`src/rtl/keyb_fifo.sv`:
```
// keyb_fifo: PS/2 scancode FIFO with an 8042-style data/status register pair
// on a Wishbone slave port and a one-cycle interrupt pulse per readable byte.
module keyb_fifo #(
  parameter int unsigned DEPTH_LOG2 = 4
) (
  input  logic        wb_clk_i,
  input  logic        wb_rst_n_i,
  input  logic [7:0]  scan_dat_i,
  input  logic        scan_vld_i,
  input  logic        wb_adr_i,
  input  logic [15:0] wb_dat_i,
  output logic [15:0] wb_dat_o,
  input  logic [1:0]  wb_sel_i,
  input  logic        wb_we_i,
  input  logic        wb_stb_i,
  input  logic        wb_cyc_i,
  output logic        wb_ack_o,
  output logic        wb_tgc_o
);

  localparam int unsigned DEPTH = 1 << DEPTH_LOG2;
  localparam int unsigned CW    = DEPTH_LOG2 + 1;

  localparam logic [7:0] CMD_DISABLE = 8'hAD;
  localparam logic [7:0] CMD_ENABLE  = 8'hAE;

  logic [7:0]            mem [DEPTH];
  logic [DEPTH_LOG2-1:0] rd_ptr;
  logic [DEPTH_LOG2-1:0] wr_ptr;
  logic [CW-1:0]         count;
  logic [7:0]            out_reg;
  logic                  obf;
  logic                  ovr;
  logic                  en;

  // Attributes of the bus request captured at the strobe edge, applied at ack end
  logic                  req_adr;
  logic                  req_we;
  logic                  req_obf;
  logic [7:0]            req_cmd;

  logic                  wb_req_c;
  logic [7:0]            status_c;
  logic [7:0]            cmd_c;
  logic                  cmd_done_c;
  logic                  rd_data_done_c;
  logic                  rd_stat_done_c;
  logic                  en_nxt_c;
  logic                  full_c;
  logic                  push_c;
  logic                  drop_c;
  logic                  load_c;
  logic                  unused_sel_c;

  // Request decode, command handling and FIFO push/load qualification
  always_comb begin
    wb_req_c       = wb_stb_i & wb_cyc_i & ~wb_ack_o;
    status_c       = {ovr, 2'b00, 1'b1, 3'b000, obf};
    cmd_c          = wb_sel_i[0] ? wb_dat_i[7:0] : wb_dat_i[15:8];
    unused_sel_c   = wb_sel_i[1];
    cmd_done_c     = wb_ack_o & req_we & req_adr;
    rd_data_done_c = wb_ack_o & ~req_we & ~req_adr & req_obf;
    rd_stat_done_c = wb_ack_o & ~req_we & req_adr;
    // A command completing this edge is already visible to a push on the same edge
    en_nxt_c       = en;
    if (cmd_done_c) begin
      if (req_cmd == CMD_DISABLE) begin
        en_nxt_c = 1'b0;
      end else if (req_cmd == CMD_ENABLE) begin
        en_nxt_c = 1'b1;
      end
    end
    full_c = (count == CW'(DEPTH));
    push_c = scan_vld_i & en_nxt_c & ~full_c;
    drop_c = scan_vld_i & en_nxt_c & full_c;
    // Load only from the queue; a byte entering an empty FIFO waits one cycle
    load_c = ~obf & (count != '0);
  end

  // FIFO storage; contents need no reset
  always_ff @(posedge wb_clk_i) begin
    if (push_c) begin
      mem[wr_ptr] <= scan_dat_i;
    end
  end

  // FIFO pointers, occupancy and output register
  always_ff @(posedge wb_clk_i or negedge wb_rst_n_i) begin
    if (!wb_rst_n_i) begin
      rd_ptr  <= '0;
      wr_ptr  <= '0;
      count   <= '0;
      out_reg <= '0;
    end else begin
      if (push_c) begin
        wr_ptr <= wr_ptr + DEPTH_LOG2'(1);
      end
      if (load_c) begin
        out_reg <= mem[rd_ptr];
        rd_ptr  <= rd_ptr + DEPTH_LOG2'(1);
      end
      case ({push_c, load_c})
        2'b10:   count <= count + CW'(1);
        2'b01:   count <= count - CW'(1);
        default: count <= count;
      endcase
    end
  end

  // Status flags and interrupt pulse; set beats clear on ovr
  always_ff @(posedge wb_clk_i or negedge wb_rst_n_i) begin
    if (!wb_rst_n_i) begin
      obf      <= 1'b0;
      ovr      <= 1'b0;
      en       <= 1'b1;
      wb_tgc_o <= 1'b0;
    end else begin
      en       <= en_nxt_c;
      wb_tgc_o <= load_c;
      if (load_c) begin
        obf <= 1'b1;
      end else if (rd_data_done_c) begin
        obf <= 1'b0;
      end
      if (drop_c) begin
        ovr <= 1'b1;
      end else if (rd_stat_done_c) begin
        ovr <= 1'b0;
      end
    end
  end

  // Wishbone slave: one ack per request, read data and request capture
  always_ff @(posedge wb_clk_i or negedge wb_rst_n_i) begin
    if (!wb_rst_n_i) begin
      wb_ack_o <= 1'b0;
      wb_dat_o <= '0;
      req_adr  <= 1'b0;
      req_we   <= 1'b0;
      req_obf  <= 1'b0;
      req_cmd  <= '0;
    end else begin
      wb_ack_o <= wb_req_c;
      if (wb_req_c) begin
        req_adr <= wb_adr_i;
        req_we  <= wb_we_i;
        req_obf <= obf;
        req_cmd <= cmd_c;
        if (!wb_we_i) begin
          wb_dat_o <= wb_adr_i ? {status_c, status_c} : {out_reg, out_reg};
        end
      end
    end
  end

endmodule

```
`config.mk`:
```
export PLATFORM = sky130hd
export DESIGN_NAME = keyb_fifo
export DESIGN_NICKNAME = d
export VERILOG_FILES = /design/src/rtl/keyb_fifo.sv
export SDC_FILE = /design/constraint.sdc
export NUM_CORES = 1
export LEC_CHECK = 0
export ABC_AREA = 1
export CAP_MARGIN = 5
export CORE_ASPECT_RATIO = 0.8
export CORE_MARGIN = 3
export CORE_UTILIZATION = 53
export CTS_CLUSTER_DIAMETER = 120
export DETAILED_ROUTE_END_ITERATION = 8
export HOLD_SLACK_MARGIN = 0.03
export PLACE_DENSITY = 0.76
export SYNTH_ARGS = -nofsm -noshare
export SYNTH_HDL_FRONTEND = slang
export SYNTH_SLANG_ARGS = --single-unit
```
`constraint.sdc`:
```
create_clock -name wb_clk_i -period 2.1 [get_ports wb_clk_i]
set_input_delay 0.42 -clock wb_clk_i [delete_from_list [all_inputs] [get_ports wb_clk_i]]
set_output_delay 0.42 -clock wb_clk_i [all_outputs]
set_load 0.03 [all_outputs]
```
Word-level counts from Yosys, hierarchy flattened
Memories as Yosys holds them, arrays and structs flattened. A register that Yosys moved wholly into a read port is not among the register bits.
Cells that the tools add are included.
- register bits: 45
- bits in latches: 0
- RAM bits: 128
- memory bits (read-only): 0
- bits of input ports: 33
- output and inout bits: 18
- logic and storage cells: 59
- memories kept: 1
- memories (name ; words ; bits a word ; read ports ; clocked after Yosys merged registers in ; write ports ; RTL line ; source):
    mem ; 16 ; 8 ; 1 ; 1 ; 1 ; 27 ; logic [7:0] mem [DEPTH];
- add/sub/neg operators: 4
- multipliers: 0
- div/mod/pow operators: 0
- $lt $le $gt $ge: 0
- equality and inequality tests: 5
- shift operators: 0
- mux-type cells: 12
- bitwise logic cells: 18
- reductions and logical operators: 6
- operator list (kind ; number):
    8-bit == test (second input constant) ; 2
    16-bit two-way mux ; 1
    1-bit bitwise AND ; 12
    5-bit case mux with 2 select lines ; 1
    1-bit two-way mux ; 9
    4-bit by 1-bit adder with 4-bit output (second input constant) ; 2
    8-bit two-way mux ; 1
    1-bit NOT ; 6
    2-bit nonzero test ; 3
    5-bit by 1-bit adder with 5-bit output (second input constant) ; 1
    5-bit == test (second input constant) ; 1
    5-bit nonzero test ; 1
    5-bit by 1-bit subtractor with 5-bit output (second input constant) ; 1
    2-bit by 1-bit == test with 1-bit output (second input constant) ; 1
    2-bit == test (second input constant) ; 1
    2-bit AND reduction ; 1
    1-bit zero test ; 1

Longest topological paths before layout
Gate-level depths: netlist of the first run.
- word-level depth: 8
- gate-level depth with buffers: 17

Worst setup path before layout of the first run
Ideal clock, no wire load.
- path type: register -> register
- start: register wb_ack_o
- end: register count[4]
- setup time: 117 ps
- data arrival time: 2242 ps
- data required time: 1983 ps
- setup slack: -259 ps
- stages on the path, launching flop included: 16
- buffers on the path: 1
- period minus slack after synthesis: 2359 ps
- path through: dfrtp_1 > inv_2 > nor2_2 > nand3_1 > nand4_2 > buf_6 > ha_1 > inv_1 > fa_1 > inv_1 > a21oi_1 > nor2_1 > nor2_1 > xor2_1 > nand2_1 > nand2_1
- longest elaborated chain between the ends: 7
- ends and longest elaborated chain (item ; RTL line ; source):
    start: declaration ; 17 ; output logic wb_ack_o,
    start signal: assignment ; 143 ; wb_ack_o <= wb_req_c;
    1-bit bitwise AND (*) (2 in series) ; 61 ; cmd_done_c = wb_ack_o & req_we & req_adr;
    1-bit two-way mux (*) ; 66 ; if (cmd_done_c) begin
    1-bit bitwise AND (*) (2 in series) ; 74 ; push_c = scan_vld_i & en_nxt_c & ~full_c;
    2-bit by 1-bit == test with 1-bit output or 2-bit == test (tied branches) ; 102 ; case ({push_c, load_c})
    5-bit case mux with 2 select lines or 2-bit nonzero test (tied branches) ; - ;
    end signal: assignment ; 103 ; 2'b10: count <= count + CW'(1);
    end signal: assignment ; 104 ; 2'b01: count <= count - CW'(1);
    end signal: assignment ; 105 ; default: count <= count;
    end: declaration ; 30 ; logic [CW-1:0] count;
Mark *: on every way between the ends. The rest lies on a longest branch, timed or not.
A chain may end at the register's enable or synchronous reset.

Worst setup path in the final report of the first run
- start: register req_cmd[6]
- end: register count[4]
- longest elaborated chain between the ends: 8
- ends and longest elaborated chain (item ; RTL line ; source):
    start: declaration ; 40 ; logic [7:0] req_cmd;
    start signal: assignment ; 148 ; req_cmd <= cmd_c;
    8-bit == test ; 69 ; end else if (req_cmd == CMD_ENABLE) begin
    1-bit two-way mux ; 69 ;
    1-bit two-way mux (*) ; 67 ; if (req_cmd == CMD_DISABLE) begin
    1-bit two-way mux (*) ; 66 ;
    1-bit bitwise AND (*) (2 in series) ; 74 ;
    2-bit by 1-bit == test with 1-bit output or 2-bit == test (tied branches) ; 102 ;
    5-bit case mux with 2 select lines or 2-bit nonzero test (tied branches) ; - ;
Marked as above.

==> metrics.md, run 1 <==
| Metric | Value |
|---|---|
| Status | complete, but fails checks |
| Failing checks | negative setup slack |
| Drt pass-1 iters | 5 |
| Number of global-route vias before repair | 5,201 |
| Mean post-synth cell area | 10.1 um^2 |
| Antenna cells | 0 |
| # fillers | 1,023 |
| CP required | 2.41 ns |
| CTS Buf Count | 17 |
| VDD IR max | 1210 uV |
| Library cells used by synthesis | 35 |
| Mapped Nets | 799 |
| Gr ovfl total | 0 |
| Nets | 865 |
| Kind of critical path | reg -> reg |
| I/O pin count | 51 |
| Synthesis-to-layout area growth | 17.7% |
| Setup crit end kind | flop |
| Root Buffer | clkbuf_16 |
| First-pass GRT wire length | 26,700 um |
| Hold-fix buffers at CTS | 0 |
| Crit path time final | 2.12 ns |
| Final wirelength | 16,600 um |
| Unrepaired setup endpoints after global routing | true |
| Post-synth EDFFs | 128 |
| Final Max Tran Viols | 0 |
| Most common cell after layout, fill and taps aside | nand2_1 |
| Placer Congestion | 0.814 |
| Max Freq | 471 MHz |
| Core area | 13,800 um^2 |
| R2r endpoint | count[4] |
| Via density per instance | 5.29 |
| Most common flop cell mapped by yosys | edfxtp_1 |
| Actual slew at the worst max-slew pin | 0.773 ns |
| Reg with most FFs | mem |
| Critical Path AT | 2.44 ns |
| Synth Warn # | 0 |
| Die area | 15,900 um^2 |
| P_leak | 0.00383 uW |
| Register bit total from synthesis | 173 |
| Post-route ant nets | 0 |
| DIE HEIGHT | 114 um |
| Setup TNS | -0.0238 ns |
| Reg clk slew, reported paths | 0.06 ns |
| Final Util | 65.1% |
| Initial Utilization | 55.3% |
| Initial drt markers | 545 |
| Max-cap viol count | 0 |
| Min-delay worst type | in -> async |
| Routed len/inst | 16.4 um |
| Most frequent cells in the layout | nand2_1, edfxtp_1, nand3_1 |
| R2R Setup Slk | -0.02 ns |
| Busiest grt layer | met2 |
| Global routing usage on met2 | 34.7% |
| CTS tree | built |
| Post-Syn Area | 7660 um^2 |
| GRT Util Overall | 21.8% |
| Share of cells above drive strength 1 | 11.6% |
| DRC Markers | 0 |
| Pre-CTS setup slack | -0.206 ns |
| Min Hold Slack | 0.0725 ns |
| Critical path launch point type | flop |
| Vias | 5,362 |
| R2r worst-path depth | 15 |
| Relative slew margins | 48.5% |
| Worst-Skew Late Latency | 0.42 ns |
| Hpwl dp | 11,000 um |
| Worst r2r src | req_cmd[6] |
| Max reg flops | 128 |
| Initial antenna violation count | 0 |
| Clk sinks | 173 |
| Chip width | 140 um |
| Tcrit/Tclk final | 101% |
| Clock Skews | 0.00737 ns |
| Fin. Hold Viols | 0 |
| Clock buffer depth | 2 |
| Met1 Use GR | 30.2% |
| Largest net degree at the start of global routing | 67 |
| Async SR Flop Fraction | 26.0% |
| Post-Syn Instances | 756 |
| Post-synthesis sequential area ratio | 64.9% |
| Crit-path max FO | 5 |
| Setup ws final | -0.0238 ns |
| Met3 Usage GRT | 5.49% |
| Final setup fails | 1 |
| H-tree depth | 4 |
| Row count | 38 |
| Buffers on Ports | 49 |
| Pwr dens | 1180 nW/um^2 |
stage by stage:
step | cells | total power (uW) | area [um^2]
2_1_floorplan | 756 | 6740 | 7700
3_3_place_gp | 979 | 7560 | 8400
3_5_place_dp | 979 | 7700 | 8400
4_1_cts | 1010 | 10700 | 8980
5_1_grt | 1014 | 11300 | 9010
6_report | 1014 | 10700 | 9010
timing repair:
action,in CTS,in global routing
pin swaps,3,10
setup endpoints to repair,2,2
resized for setup,6,6
setup buffers,0,4
power by group:
part           leakage, uW  switching (uW)  internal [uW]
registers          0.00170             238           3950
clock network     0.000271            1240           1730
logic              0.00185            2240           1280
per-layer routing:
metal  share of wire (%)  routed length (um)
met1                  44                7360
met2                  48                7950
met3                 6.8                1130
met4                 1.2                 199
met5                   0                   0
critical path, stage by stage, from the launching register on:
cell	delay, ns
dfrtp_1	0.38
inv_2	0.06
nand2_2	0.06
nor2_4	0.12
nand3_2	0.12
nand4_4	0.13
ha_4	0.18
inv_2	0.04
fa_2	0.32
inv_2	0.08
a21oi_2	0.06
nor2_1	0.13
nor2_1	0.07
xor2_1	0.14
nand2_1	0.06
nand2_1	0.05
kinds of logic (layout without fill, tap and decap cells):
family | after synthesis | count (layout) | share of synthesized area [%]
AOI/OAI and AO/OA | 46 | 46 | 3.51
xor gates and xnor gates | 7 | 7 | 0.801
adders and majority gates | 10 | 10 | 1.73
buffers and inverters | 116 | 194 | 7.31
DFF | 173 | 173 | 64.9
and+or+nand+nor | 404 | 404 | 21.7
worst max path at each step:
stage	start	end	slack, ns
after global routing	req_cmd[4]	count[4]	-0.19
final	req_cmd[6]	count[4]	-0.02
after detailed placement	scan_vld_i	count[4]	-0.21
after CTS	req_cmd[6]	count[4]	-0.03
after global placement	scan_vld_i	count[4]	-0.14
after floorplan	wb_ack_o	count[4]	-0.03
area by class of cell:
type                            count  area, um^2  area share (%)
Sequential cell                   173        4970            55.2
Multi-Input combinational cell    467        2190            24.3
Timing Repair Buffer               87         783            8.69
Clock buffer                       18         429            4.76
Inverter                           76         285            3.16
Tap cell                          180         225            2.50
Clock inverter                     13         126            1.40
synth_stat cells (4+ instances only):
cell | number | share of area (%)
edfxtp_1 | 128 | 50
nor3_1 | 16 | 1.0
buf_6 | 8 | 1.2
dfrtp_1 | 44 | 14
buf_2 | 15 | 0.98
inv_1 | 68 | 3.3
a22o_1 | 5 | 0.57
nor2_1 | 27 | 1.3
inv_2 | 5 | 0.25
o21ai_0 | 21 | 1.4
nand2_1 | 281 | 14
buf_4 | 12 | 1.2
ha_1 | 9 | 1.5
o21ai_1 | 8 | 0.52
clkbuf_1 | 4 | 0.20
o211ai_1 | 4 | 0.39
xor2_1 | 5 | 0.57
nand3_1 | 72 | 4.7
Note: power is estimated with default switching activity, not from simulation.
==> run 2, diff against run 1 <==
ABC_AREA = unset   (was 1)
CORE_UTILIZATION = 52   (was 53)
PLACE_DENSITY = 0.75   (was 0.76)
==> metrics.md, run 2 <==
| Metric | Value |
|---|---|
| Nets | 561 |
| Via density per instance | 5.38 |
| Routed len/inst | 19.9 um |
| Share of cells above drive strength 1 | 30.5% |
| Actual slew at the worst max-slew pin | 0.650 ns |
| Power share of the sequential group | 40.1% |
| CP Buf/Inv Count | 1 |
| Synthesis-to-layout area growth | 28.6% |
| Vias | 3,800 |
| DRC Markers | 0 |
| Dpl cell area | 8330 um^2 |
| Failing checks | negative setup slack |
| NetSw | 3040 uW |
| Net Sw Frac | 29.0% |
| Synth Warn # | 0 |
| GRT Util Overall | 20.7% |
| Status | complete, but fails checks |
| Root Buffer | clkbuf_16 |
| Comb power frac | 30.3% |
| Chip width | 136 um |
| Initial antenna violation count | 0 |
| Initial Utilization | 53.9% |
| Largest area contributor in the netlist | edfxtp_1 |
| Most common cell in the netlist | edfxtp_1 |
| Core area | 13,100 um^2 |
| Hpwl dp | 9550 um |
| Reg clk slew, reported paths | 0.07 ns |
| Worst stage delay on the critical path | 0.52 ns |
| P_leak | 0.00332 uW |
| Post-synth EDFFs | 128 |
| Number of global-route vias before repair | 4,016 |
| Fin. Hold Viols | 0 |
| Mean post-synth cell area | 16.9 um^2 |
| Crit-path most repeated cell | ha_4 |
| Buffers on Ports | 49 |
| Setup crit end kind | flop |
| Cell Chain, Critical Path | nand3_2, or4_4, a21boi_4, inv_2, ha_4, ha_4, nor2b_1, o21ai_1, and3_1, nor3_2, xnor2_1 |
| Register bit total from synthesis | 173 |
| Internal Dissipation | 7460 uW |
| Crit-path max FO | 4 |
| Post-Syn Area | 7030 um^2 |
| Clock Power Share | 29.6% |
| Gr ovfl total | 0 |
| First-pass GRT wire length | 22,400 um |
| Synth cell count leaders | edfxtp_1, nand2_1, dfrtp_1, mux4_2, mux2i_1 |
| Antenna cells | 0 |
| Setup ws final | -0.471 ns |
| Crit path time final | 2.57 ns |
| Final wirelength | 14,000 um |
| Max reg flops | 128 |
| Final Max Tran Viols | 0 |
| Drt pass-1 iters | 4 |
| Max Freq | 389 MHz |
| Async SR Flop Fraction | 26.0% |
| Synth top area share | 54.6% |
| Unrepaired setup endpoints after global routing | true |
| Relative slew margins | 56.5% |
| Clk sinks | 173 |
| Post-synthesis sequential area ratio | 70.7% |
| Design area | 9050 um^2 |
| Most common flop cell mapped by yosys | edfxtp_1 |
| Most frequent cells in the layout | edfxtp_1, nand2_1, buf_4 |
| Clock buffer depth | 2 |
| Critical path launch point type | flop |
| Critical Path AT | 2.87 ns |
| Clock Skews | 0.0253 ns |
| Crit-path slowest cell | or4_4 |
| CP required | 2.39 ns |
| Max-cap viol count | 0 |
| VDD IR max | 716 uV |
| Most common cell after layout, fill and taps aside | edfxtp_1 |
| CTS tree | built |
| Row count | 37 |
| DIE HEIGHT | 110 um |
| Dominant cells by area after synthesis | edfxtp_1, dfrtp_1, mux4_2 |
| Mapped Nets | 460 |
| Pwr dens | 1160 nW/um^2 |
| Largest net degree at the start of global routing | 34 |
| Kind of critical path | reg -> reg |
| Post-route ant nets | 0 |
| Placer Congestion | 0.778 |
| H-tree depth | 4 |
| Die area | 15,000 um^2 |
| Initial drt markers | 212 |
| Final setup fails | 124 |
| Min-delay worst type | in -> async |
| Post-Syn Instances | 417 |
| I/O pin count | 51 |
| Library cells used by synthesis | 37 |
| Top cell family by delay on the critical path | simple AND/OR/NAND/NOR gates |
| CTS Buf Count | 17 |
| Final Util | 69.3% |
| Worst-Skew Late Latency | 0.43 ns |
| Tcrit/Tclk final | 122% |
| Reg with most FFs | mem |
[run 2: cell count changes after synthesis, sizes merged, moves of 12 or more]
cell	delta
buf	-20
inv	-63
mux2i	+25
mux4	+33
nand2	-231
nand3	-72
nor2	-16
o21ai	-12
[run 2: timing repair]
action	CTS	global route
hold endpoints to repair	21	0
endpoints found under the setup margin	133	135
resized for setup	9	2
pin swaps	7	0
hold buffers	1	0
setup buffers	2	3
[run 2: path summary, 6_finish.rpt]
path | start | endpoint | slack [ns] | cells after the start
min reg2reg | req_cmd[6] | req_cmd[6] | 0.48 | 2
max in group asynchronous | wb_rst_n_i | en | 0.98 | 3
min | wb_rst_n_i | wb_dat_o[8] | 0.47 | 2
min in group wb_clk_i | req_cmd[6] | req_cmd[6] | 0.48 | 2
max reg2reg | req_adr | count[4] | -0.47 | 11
max | req_adr | count[4] | -0.47 | 11
[run 2: stage by stage]
stage          std cells  setup TNS [ns]  hold WS (ns)  setup WS [ns]  power (uW)
2_1_floorplan        417          -13.06         0.124         -0.486        6280
3_3_place_gp         669          -24.43         0.403         -0.427        7250
3_5_place_dp         669          -30.05         0.405         -0.491        7340
4_1_cts              703          -17.59         0.485         -0.389       10500
5_1_grt              706          -27.52         0.510         -0.586       11000
6_report             706          -17.49         0.475         -0.471       10500
[run 2: cell type report]
cell class / instances / area, um^2
clock buffer: 24 / 548
inverter: 10 / 37.5
timing repair buffer: 109 / 1060
sequential: 173 / 4970
fill: 854 / 4010
tap: 175 / 219
clock inverter: 8 / 65.1
multi-input combinational: 207 / 2140
[run 2: cells by family (layout without fill, tap and decap cells)]
group	after synthesis	count (layout)	synth area share, %
adder cells (fa/ha/maj)	10	10	1.89
buffers and inverters	37	151	2.51
flip-flops	173	173	70.7
AND/OR/NAND/NOR	90	90	5.98
XOR/XNOR	10	10	1.25
multiplexers	59	59	14.3
AO/OA/AOI/OAI	38	38	3.43
[run 2: routing by layer]
metal | global-route usage [%] | routed length, um
met5 | 0 | 0
met2 | 34.0 | 7080
met1 | 28.3 | 6010
met3 | 4.49 | 811
met4 | 6.47 | 130
[run 2: power groups by stage]
stage          clock (uW)  combinational, uW  sequential, uW
6_report             3120               3180            4210
5_1_grt              3310               3470            4250
3_5_place_dp            0               3070            4270
4_1_cts              3170               3150            4210
3_3_place_gp            0               3000            4250
2_1_floorplan           0               1990            4290
==> run 3, diff against run 2 <==
--- a/constraint.sdc
+++ b/constraint.sdc
@@ -3,2 +3,2 @@
 set_output_delay 0.42 -clock wb_clk_i [all_outputs]
-set_load 0.03 [all_outputs]
+set_load 0.02 [all_outputs]
==> metrics.md, run 3 (same netlist as run 2, synthesis figures left out) <==
| Metric | Value |
|---|---|
| Met3 Usage GRT | 4.99% |
| Final Max Tran Viols | 0 |
| Non-Filler Instances | 694 |
| P_leak | 0.00329 uW |
| Actual slew at the worst max-slew pin | 0.508 ns |
| Worst-Skew Late Latency | 0.42 ns |
| Met1 Use GR | 28.7% |
| Kind of critical path | reg -> reg |
| Initial drt markers | 281 |
| Placer Congestion | 0.743 |
| Crit path time final | 2.48 ns |
| Synthesis-to-layout area growth | 28.5% |
| Reg with most FFs | mem |
| Chip width | 136 um |
| Post-Place Cells | 661 |
| Fin. Hold Viols | 0 |
| CTS tree | built |
| Post-route ant nets | 0 |
| Failing checks | negative setup slack |
| Final setup fails | 132 |
| Initial Utilization | 53.9% |
| DIE HEIGHT | 110 um |
| Final Util | 69.3% |
| Setup crit end kind | flop |
| DRC Markers | 0 |
| Unrepaired setup endpoints after global routing | true |
| Pwr dens | 1150 nW/um^2 |
| Overall Power | 10,400 uW |
| Hpwl dp | 9600 um |
| Top cell family by delay on the critical path | simple AND/OR/NAND/NOR gates |
| Clk sinks | 173 |
| Number of global-route vias before repair | 4,085 |
| Setup ws final | -0.377 ns |
| Worst stage delay on the critical path | 0.56 ns |
| CTS Buf Count | 17 |
| Share of cells above drive strength 1 | 28.7% |
| Row count | 37 |
| Routed len/inst | 20.1 um |
| Die area | 15,000 um^2 |
| First-pass GRT wire length | 22,800 um |
| Clock buffer depth | 2 |
| Via density per instance | 5.51 |
| Pre-CTS setup slack | -0.461 ns |
| Nets | 549 |
| Tcrit/Tclk final | 118% |
| Root Buffer | clkbuf_16 |
| Most frequent cells in the layout | edfxtp_1, nand2_1, clkdlybuf4s50_1 |
| Largest net degree at the start of global routing | 34 |
| # fillers | 836 |
| I/O pin count | 51 |
| GRT Util Overall | 20.9% |
| H-tree depth | 4 |
| Cell Chain, Critical Path | nand3_2, or4_4, a21boi_4, inv_2, ha_4, ha_4, nor2b_4, o21ai_2, and3_4, nor3_4, xnor2_1 |
| Crit-path max FO | 4 |
| Global routing usage on met2 | 33.2% |
| Buffers on Ports | 49 |
| Crit-path most repeated cell | ha_4 |
| CP required | 2.45 ns |
| Relative slew margins | 66.0% |
| Max reg flops | 128 |
| Max-cap viol count | 0 |
| VDD IR max | 752 uV |
| Status | complete, but fails checks |
| Drt pass-1 iters | 4 |
| Busiest grt layer | met2 |
| CP Buf/Inv Count | 1 |
| Initial antenna violation count | 0 |
| Critical Path AT | 2.82 ns |
| Reg clk slew, reported paths | 0.07 ns |
| Min-delay worst type | in -> async |
| Vias | 3,827 |
| Crit-path slowest cell | or4_4 |
| Gr ovfl total | 0 |
| Most common cell after layout, fill and taps aside | edfxtp_1 |
| Final wirelength | 14,000 um |
| Max Freq | 404 MHz |
| Antenna cells | 0 |
| Critical path launch point type | flop |
| Core area | 13,100 um^2 |
| Clock Skews | 0.00906 ns |
run 3: changes by cell type in the layout (fill, tap and decap cells not counted), sizes merged:
cell,before,now
clkinv,3,4
buf,60,48
inv,14,13
clkinvlp,1,0
bufinv,0,1
run 3: through the flow:
stage	hold WS [ns]	area, um^2	setup TNS, ns
2_1_floorplan	0.124	7230	-7.20
3_3_place_gp	0.381	8390	-25.70
3_5_place_dp	0.383	8390	-27.03
4_1_cts	0.470	9010	-22.68
5_1_grt	0.498	9040	-34.88
6_report	0.468	9040	-19.70
run 3: layout make-up:
type / count / area (um^2) / area share (%)
Timing Repair Buffer: 97 / 1090 / 12.0
Clock inverter: 8 / 77.6 / 0.858
Sequential cell: 173 / 4970 / 55.0
Clock buffer: 24 / 514 / 5.69
Tap cell: 175 / 219 / 2.42
Multi-Input combinational cell: 207 / 2130 / 23.6
Inverter: 10 / 37.5 / 0.415
run 3: per-layer routing:
metal  up-vias  part of all wire, %
met5         -                    0
met4         0                  1.7
met3        21                  6.8
met2       117                   50
met1      1932                   42
li1       1757                    -
run 3: path summary, 6_finish.rpt:
check / from / depth (start not counted) / to / slack [ns]
min in group wb_clk_i: req_cmd[6] / 2 / req_cmd[6] / 0.49
setup / recovery: req_we / 11 / count[4] / -0.38
setup reg to reg: req_we / 11 / count[4] / -0.38
hold / removal: wb_rst_n_i / 2 / count[3] / 0.47
hold reg to reg: req_cmd[6] / 2 / req_cmd[6] / 0.49
max in group asynchronous: wb_rst_n_i / 3 / en / 1.01
run 3: timing repair:
item                       in CTS  in global routing
setup endpoints to repair     132                135
hold buffers                    1                  0
gates resized for setup         6                  8
hold endpoints to repair       15                  0
pin swaps                       1                 11
setup buffers                   1                  1
run 3: power breakdown:
group          leakage (uW)  switching [uW]  internal (uW)
logic               0.00130            1470           1690
registers           0.00170             213           3960
clock network      0.000293            1260           1840
